File: config.mk
export PLATFORM = sky130hd
export DESIGN_NAME = toeplitz_p_extractor
export DESIGN_NICKNAME = d
export VERILOG_FILES = /design/src/rtl/toeplitz_p_extractor.sv
export SDC_FILE = /design/constraint.sdc
export NUM_CORES = 1
export LEC_CHECK = 0
export BUFFER_PORTS_ARGS = -buffer_cell sky130_fd_sc_hd__buf_2
export CAP_MARGIN = 20
export CORE_ASPECT_RATIO = 0.6
export CORE_MARGIN = 4
export CORE_UTILIZATION = 61
export CTS_CLUSTER_DIAMETER = 200
export DETAILED_ROUTE_END_ITERATION = 8
export PLACE_DENSITY_LB_ADDON = 0.25
export SLEW_MARGIN = 20
export SYNTH_ARGS = -nofsm -noshare
export SYNTH_HDL_FRONTEND = slang
export SYNTH_HIERARCHICAL = 1
export SYNTH_SLANG_ARGS = --single-unit
File: constraint.sdc
create_clock -name clk_i -period 19.7 [get_ports clk_i]
set_input_delay 3.94 -clock clk_i [delete_from_list [all_inputs] [get_ports clk_i]]
set_output_delay 3.94 -clock clk_i [all_outputs]
set_load 0.005 [all_outputs]
File: src/rtl/toeplitz_p_extractor.sv
// Streaming GF(2) Toeplitz extractor with a bit-serial output stage.
// Define TOEPLITZ_DEBUG_EN for a simulation-only trace of every result frame.

module toeplitz_p #(
  parameter int BS    = 64,
  parameter int N     = 256,
  parameter int L     = 128,
  parameter int WIDTH = 2,
  localparam int SW   = N + L - 1,
  parameter logic [SW-1:0] SEED = SW'({((SW + 1) / 2){2'b01}})
) (
  input  logic             clk,
  input  logic             reset,
  input  logic [WIDTH-1:0] data,
  output logic [L-1:0]     q,
  output logic             qstrobe
);

  localparam int WORDS = N / WIDTH;
  localparam int CW    = (WORDS > 1) ? $clog2(WORDS) : 1;

  logic [CW-1:0] cnt_q, cnt_d;
  logic [L-1:0]  acc_q, acc_d;
  logic [L-1:0]  q_q, q_d;
  logic [SW-1:0] gen_q, gen_d;
  logic          qstrobe_q, qstrobe_d;
  logic [L-1:0]  contrib_s;
  logic          last_s;

  // Result bit p (row L-1-p) sees column j through gen bit SW-1-p-w once gen is shifted by k*WIDTH.
  for (genvar b = 0; b < L / BS; b++) begin : g_lane
    logic [BS-1:0] lane_s;
    always_comb begin
      lane_s = '0;
      for (int w = 0; w < WIDTH; w++) begin
        for (int e = 0; e < BS; e++) begin
          lane_s[e] = lane_s[e] ^ (data[WIDTH-1-w] & gen_q[SW-1-(b*BS+e)-w]);
        end
      end
    end
    assign contrib_s[b*BS +: BS] = lane_s;
  end

  assign last_s = (cnt_q == CW'(WORDS - 1));

  always_comb begin
    cnt_d     = cnt_q;
    acc_d     = acc_q;
    gen_d     = gen_q;
    q_d       = q_q;
    qstrobe_d = 1'b0;
    if (last_s) begin
      cnt_d     = '0;
      acc_d     = '0;
      gen_d     = SEED;
      q_d       = acc_q ^ contrib_s;
      qstrobe_d = 1'b1;
    end else begin
      cnt_d     = cnt_q + CW'(1);
      acc_d     = acc_q ^ contrib_s;
      gen_d     = gen_q << WIDTH;
      q_d       = q_q;
      qstrobe_d = 1'b0;
    end
  end

  always_ff @(posedge clk or posedge reset) begin
    if (reset) begin
      cnt_q     <= '0;
      acc_q     <= '0;
      gen_q     <= SEED;
      q_q       <= '0;
      qstrobe_q <= 1'b0;
    end else begin
      cnt_q     <= cnt_d;
      acc_q     <= acc_d;
      gen_q     <= gen_d;
      q_q       <= q_d;
      qstrobe_q <= qstrobe_d;
    end
  end

  assign q       = q_q;
  assign qstrobe = qstrobe_q;

`ifdef TOEPLITZ_DEBUG_EN
`ifndef SYNTHESIS
  int unsigned frame_cnt_q;
  always_ff @(posedge clk or posedge reset) begin
    if (reset) begin
      frame_cnt_q <= 0;
    end else if (qstrobe_q) begin
      frame_cnt_q <= frame_cnt_q + 1;
      $display("%0t toeplitz frame %0d q=%b", $time, frame_cnt_q, q_q);
    end
  end
`endif
`else
  // trace disabled
`endif

endmodule

module serializer #(
  parameter int L = 128
) (
  input  logic         clk,
  input  logic         reset,
  input  logic [L-1:0] q,
  input  logic         qstrobe,
  output logic         qbit,
  output logic         qbiten
);

  localparam int RW = $clog2(L + 1);

  logic [L-1:0]  sh_q, sh_d;
  logic [RW-1:0] rem_q, rem_d;
  logic          qbit_q, qbit_d;
  logic          qbiten_q, qbiten_d;

  // A strobe always wins so that a new word restarts the burst immediately.
  always_comb begin
    sh_d     = sh_q;
    rem_d    = rem_q;
    qbit_d   = 1'b0;
    qbiten_d = 1'b0;
    if (qstrobe) begin
      qbit_d   = q[L-1];
      qbiten_d = 1'b1;
      sh_d     = q << 1;
      rem_d    = RW'(L - 1);
    end else if (rem_q != '0) begin
      qbit_d   = sh_q[L-1];
      qbiten_d = 1'b1;
      sh_d     = sh_q << 1;
      rem_d    = rem_q - RW'(1);
    end else begin
      qbit_d   = 1'b0;
      qbiten_d = 1'b0;
      sh_d     = sh_q;
      rem_d    = '0;
    end
  end

  always_ff @(posedge clk or posedge reset) begin
    if (reset) begin
      sh_q     <= '0;
      rem_q    <= '0;
      qbit_q   <= 1'b0;
      qbiten_q <= 1'b0;
    end else begin
      sh_q     <= sh_d;
      rem_q    <= rem_d;
      qbit_q   <= qbit_d;
      qbiten_q <= qbiten_d;
    end
  end

  assign qbit   = qbit_q;
  assign qbiten = qbiten_q;

endmodule

module toeplitz_p_extractor #(
  parameter int BS    = 64,
  parameter int N     = 256,
  parameter int L     = 128,
  parameter int WIDTH = 2,
  localparam int SW   = N + L - 1,
  parameter logic [SW-1:0] SEED = SW'({((SW + 1) / 2){2'b01}})
) (
  input  logic             clk_i,
  input  logic             rst_i,
  input  logic [WIDTH-1:0] data_i,
  output logic [L-1:0]     q_o,
  output logic             qstrobe_o,
  output logic             qbit_o,
  output logic             qbiten_o
);

  logic [L-1:0] q_s;
  logic         qstrobe_s;

  toeplitz_p #(
    .BS(BS), .N(N), .L(L), .WIDTH(WIDTH), .SEED(SEED)
  ) u_toeplitz (
    .clk(clk_i), .reset(rst_i), .data(data_i), .q(q_s), .qstrobe(qstrobe_s)
  );

  serializer #(
    .L(L)
  ) u_ser (
    .clk(clk_i), .reset(rst_i), .q(q_s), .qstrobe(qstrobe_s),
    .qbit(qbit_o), .qbiten(qbiten_o)
  );

  assign q_o       = q_s;
  assign qstrobe_o = qstrobe_s;

endmodule

# Yosys cells after proc, flatten, opt, wreduce, memory -nomap -nowiden
# Index checks and enable logic that the tools add are counted.
# classes
mux	12
n_mul	0
bitwise	385
n_reduce_logical	2
div_mod_pow	0
n_eq_ne	1
shifts	0
addsub	2
magnitude_cmp	0
# op_table
operator	count
two-way mux 128 bit	3
two-way mux 383 bit	1
AND 1 bit	256
XOR 1 bit	128
XOR 128 bit	1
two-way mux 8 bit	2
nonzero test 8 bit	1
subtractor 8 x 1 -> 8 bit, second input constant	1
adder 7 x 1 -> 7 bit, second input constant	1
equality test 7 bit, second input constant	1
two-way mux 7 bit	1
two-way mux 1 bit	5
nonzero test 2 bit	1
# totals
inputBits	4
mem_bits_ro	0
ram_bits	0
regBits	785
n_memories	0
latchBits	0
elab_cells	411
output_inout_bits	131

# Depth between registers and ports, before layout
# depth
depth_word	4
depth_mapped	9
ltp_nobuf	5

# Hierarchy
# Netlist, hierarchy kept.
# modules_own_cells
module	cells_per_inst	instances	area_per_inst_um2	seq_area_each_um2
toeplitz_p	1320	1	17045.1	11651.2
serializer	698	1	6538.8	3428.3

# Worst setup path before layout
# No wires, ideal clock.
# synth_path
path_kind	input -> register
startpoint	input port data_i[0]
endpoint	register u_toeplitz.q_q[55] (netlist: u_toeplitz/q[55])
setup_slack_ns	14.631
path_stages	5
setup_ns	0.125
path_buffers	2
required_time_ns	19.575
t_arrival_ns	4.944
cell_sequence	clkbuf_1 clkbuf_1 nand2_1 xnor2_1 mux2_2
# synth_between
elab_chain_len	3
# synth_lines
item	line_no	source
start, declared	175	input logic [WIDTH-1:0] data_i,
AND 1 bit	37	lane_s[e] = lane_s[e] ^ (data[WIDTH-1-w] & gen_q[SW-1-(b*BS+e)-w]);
XOR 1 bit	37	
XOR 128 bit	56	q_d = acc_q ^ contrib_s;
end signal, assigned	78	q_q <= q_d;
end, declared	24	logic [L-1:0] q_q, q_d;
# No other way between the ends.
# A chain may end at the register's enable or synchronous reset.

==> results.py <==
metrics = {
    "worst_setup_path": {
        "cpPeakStageDelay_ns": 0.89,
        "critPathKind": "in -> async",
        "cp_slowest_cell": "buf_4",
        "crit_chain": "buf_2 > inv_8 > buf_4 > buf_4 > buf_4 > buf_4",
        "end_kind": "async pin",
        "path_common_cell": "buf_4",
        "required_ns": 20.28,
        "crit_family": "buffers and inverters",
        "path_buf_inv": 6,
        "crit_arrival_ns": 8.15,
        "path_max_fanout": 95,
        "cp-start-kind": "input pin",
    },
    "floorplanning": {
        "core_mm2": 0.0379,
        "die_h_um": 160,
        "die_w_um": 262,
        "io_pins": 135,
        "die_area_mm2": 0.0420,
        "start_util_pct": 62.2,
        "num_rows": 55,
    },
    "logic_synthesis": {
        "synth_compound_area_share_pct": 11.6,
        "synth.cell_area_mm2": 0.0236,
        "synth-main-ff-cell": "dfrtp_1",
        "yosys.cell_types.count": 39,
        "synth_fa_ha_area_share_pct": 0.106,
        "synth_warnings": 6,
        "yosysTopAreaCellShare_pct": 42.5,
        "synthArstFlopShare_pct": 100,
        "synth_xor_area_share_pct": 4.94,
        "syn_nets": 2024,
        "synthMuxAreaShare_pct": 3.10,
        "syn_area_per_cell_um2": 11.7,
        "yosys.area_share.simple_pct": 13.1,
        "ys_seq_area_share_pct": 63.9,
        "synth.most_common_cell": "dfrtp_1",
        "synth_top_family_by_area": "simple AND/OR/NAND/NOR gates",
        "synth_area_leader_cell": "dfrtp_1",
        "synthCells": 2018,
        "synth_common_cells": "401 x dfrtp_1, 254 x o21ai_0, 192 x dfstp_2, 137 x nand2b_1, 133 x nand2_1",
        "synthTopCellsByArea": "dfrtp_1 43%, dfstp_2 21%, o21ai_0 5.4%, nand2b_1 3.6%, a31oi_1 3.3%",
        "ys_ff_latch": 593,
        "synth_edf_count": 0,
    },
    "clocking": {
        "path_clk_slew_ns": 0.07,
        "htree_levels": 2,
        "postCtsResizedCells": 0,
        "cts_hold_buffers": 0,
        "clk_latency_ns": 0.57,
        "cts_buffers": 51,
        "cts_sinks": 593,
        "cts_tree": "yes",
        "clock-root-buffer": "clkbuf_16",
        "postCtsSetupRepairBufs": 0,
        "cts_buffer_depth": 3,
    },
    "grt": {
        "grt_max_degree": 118,
        "antenna_found_initial": 0,
        "grt_overflow": 0,
        "first_global_vias": 15400,
        "grt_pass1_wl_um": 84800,
        "track_usage_pct": 24.7,
    },
    "status": {
        "outcome": "complete, no violations",
    },
    "timing": {
        "finalClockSkew_ns": 0.0118,
        "fin_setup_tns_ns": 0,
        "finalHoldViolCount": 0,
        "slew_violations": 0,
        "rsz0062_at_grt": "no",
        "fin_hold_ws_ns": 0.472,
        "slew_headroom_pct": 27.3,
        "finalWorstSetupSlack_ns": 12.13,
        "finalCritPeriodShare_pct": 38.4,
        "worst_slew_pin_slew_ns": 1.09,
        "finalCriticalPeriod_ns": 7.57,
        "setup_violations": 0,
        "clock.fmax_mhz": 132,
    },
    "route": {
        "firstDrtPassIters": 5,
        "routed_wl_um": 51600,
        "viasPerCell": 5.97,
        "drtAntennaViolNets": 0,
        "wl_per_cell_um": 19.7,
        "num_vias": 15700,
        "drt-initial-drc-count": 1587,
        "post-route-drc-count": 0,
    },
    "placement": {
        "buffer_ports.inserted": 134,
        "place_ws_ns": 11.31,
        "post-dp-hpwl_um": 28200,
        "placed_cell_area_mm2": 0.0244,
        "globalplace.congestion": 0.777,
    },
    "finish": {
        "area_growth_pct": 10.5,
        "final_area_mm2": 0.0261,
        "drive_above_1_share_pct": 23.8,
        "finalNetCount": 2072,
        "fin_util_pct": 68.8,
        "antennaDiodeCount": 0,
    },
    "power": {
        "p_leak_nw": 12.2,
        "p_per_area_mw_per_mm2": 86.2,
        "ir_worst_vdd_v": 0.0000762,
    },
    "flow_run": {
        "maxCapViolCount": 0,
    },
    "worst_hold_path": {
        "hp-class": "reg -> reg",
    },
}
==> cell type report <==
class / instances / area, um^2
clock inverter: 10 / 85.1
sequential: 593 / 15100
multi-input combinational: 1257 / 7780
fill: 2709 / 11800
tap: 513 / 642
timing repair buffer: 156 / 856
inverter: 7 / 46.3
clock buffer: 84 / 1580
==> where the power goes <==
group	switching, mW	leakage, nW	total, mW	internal (mW)
combinational	0.0288	4.16	0.0305	0.00167
sequential	0	7.24	1.22	1.22
clock	0.434	0.825	0.997	0.563
total	0.463	12.2	2.25	1.78
==> cells in the final DEF, fill, tap and decap left out, types with 55 or more instances in the layout <==
| master | instances |
|---|---|
| a2bb2oi_1 | 68 |
| a31oi_1 | 126 |
| and2_1 | 66 |
| buf_2 | 134 |
| dfrtp_1 | 400 |
| dfstp_2 | 192 |
| mux2_2 | 65 |
| nand2_1 | 133 |
| nand2b_1 | 137 |
| nand3_1 | 63 |
| nor2_1 | 127 |
| o21ai_0 | 254 |
| or2b_1 | 55 |
| xnor2_1 | 67 |
| xor2_1 | 66 |
==> cell families (layout without fill, tap and decap cells) <==
family,count (synthesis),count (layout)
multiplexers,65,65
buffers and inverters,168,257
AND/OR/NAND/NOR,595,595
AO/OA/AOI/OAI,462,462
flip-flops,593,593
adder cells (fa/ha/maj),2,2
XOR/XNOR,133,133
==> worst paths after layout <==
kind	slack [ns]	depth (start not counted)	to	from
worst max-delay path	12.13	6	u_toeplitz/acc_q[10]	rst_i
worst min-delay path	0.47	1	u_toeplitz/gen_q[128]	u_toeplitz/gen_q[126]
worst min register to register	0.47	1	u_toeplitz/gen_q[128]	u_toeplitz/gen_q[126]
worst max register to register	16.05	5	u_toeplitz/q[65]	u_toeplitz/cnt_q[4]
max in group clk_i	14.55	1	q_o[62]	u_toeplitz/q[62]
min in group asynchronous	3.48	2	u_toeplitz/q[70]	rst_i
==> sequential cells by signal, indices dropped and copies added, names as in the netlist <==
register / flops
u_toeplitz/acc_q: 128
u_ser/qbiten: 1
u_ser/qbit: 1
u_toeplitz/gen_q: 192
u_toeplitz/qstrobe: 1
u_toeplitz/q: 128
u_ser/rem_q: 8
u_ser/sh_q: 127
u_toeplitz/cnt_q: 7
==> per-stage QoR <==
stage / total power [mW] / std cells
global route: 2.33 / 2620
floorplan: 1.26 / 2018
global placement: 1.27 / 2525
detailed placement: 1.27 / 2525
CTS: 2.27 / 2619
finish: 2.25 / 2620
==> per-layer routing <==
layer  part of all wire, %  up-vias  GRT usage, %
met1                    44     8020          37.4
met2                    47      634          38.0
met5                     0        -             0
met3                   6.6       90          3.69
li1                      -     6908             -
met4                   2.5        0          6.72
Note: power is estimated with default switching activity, not from simulation.
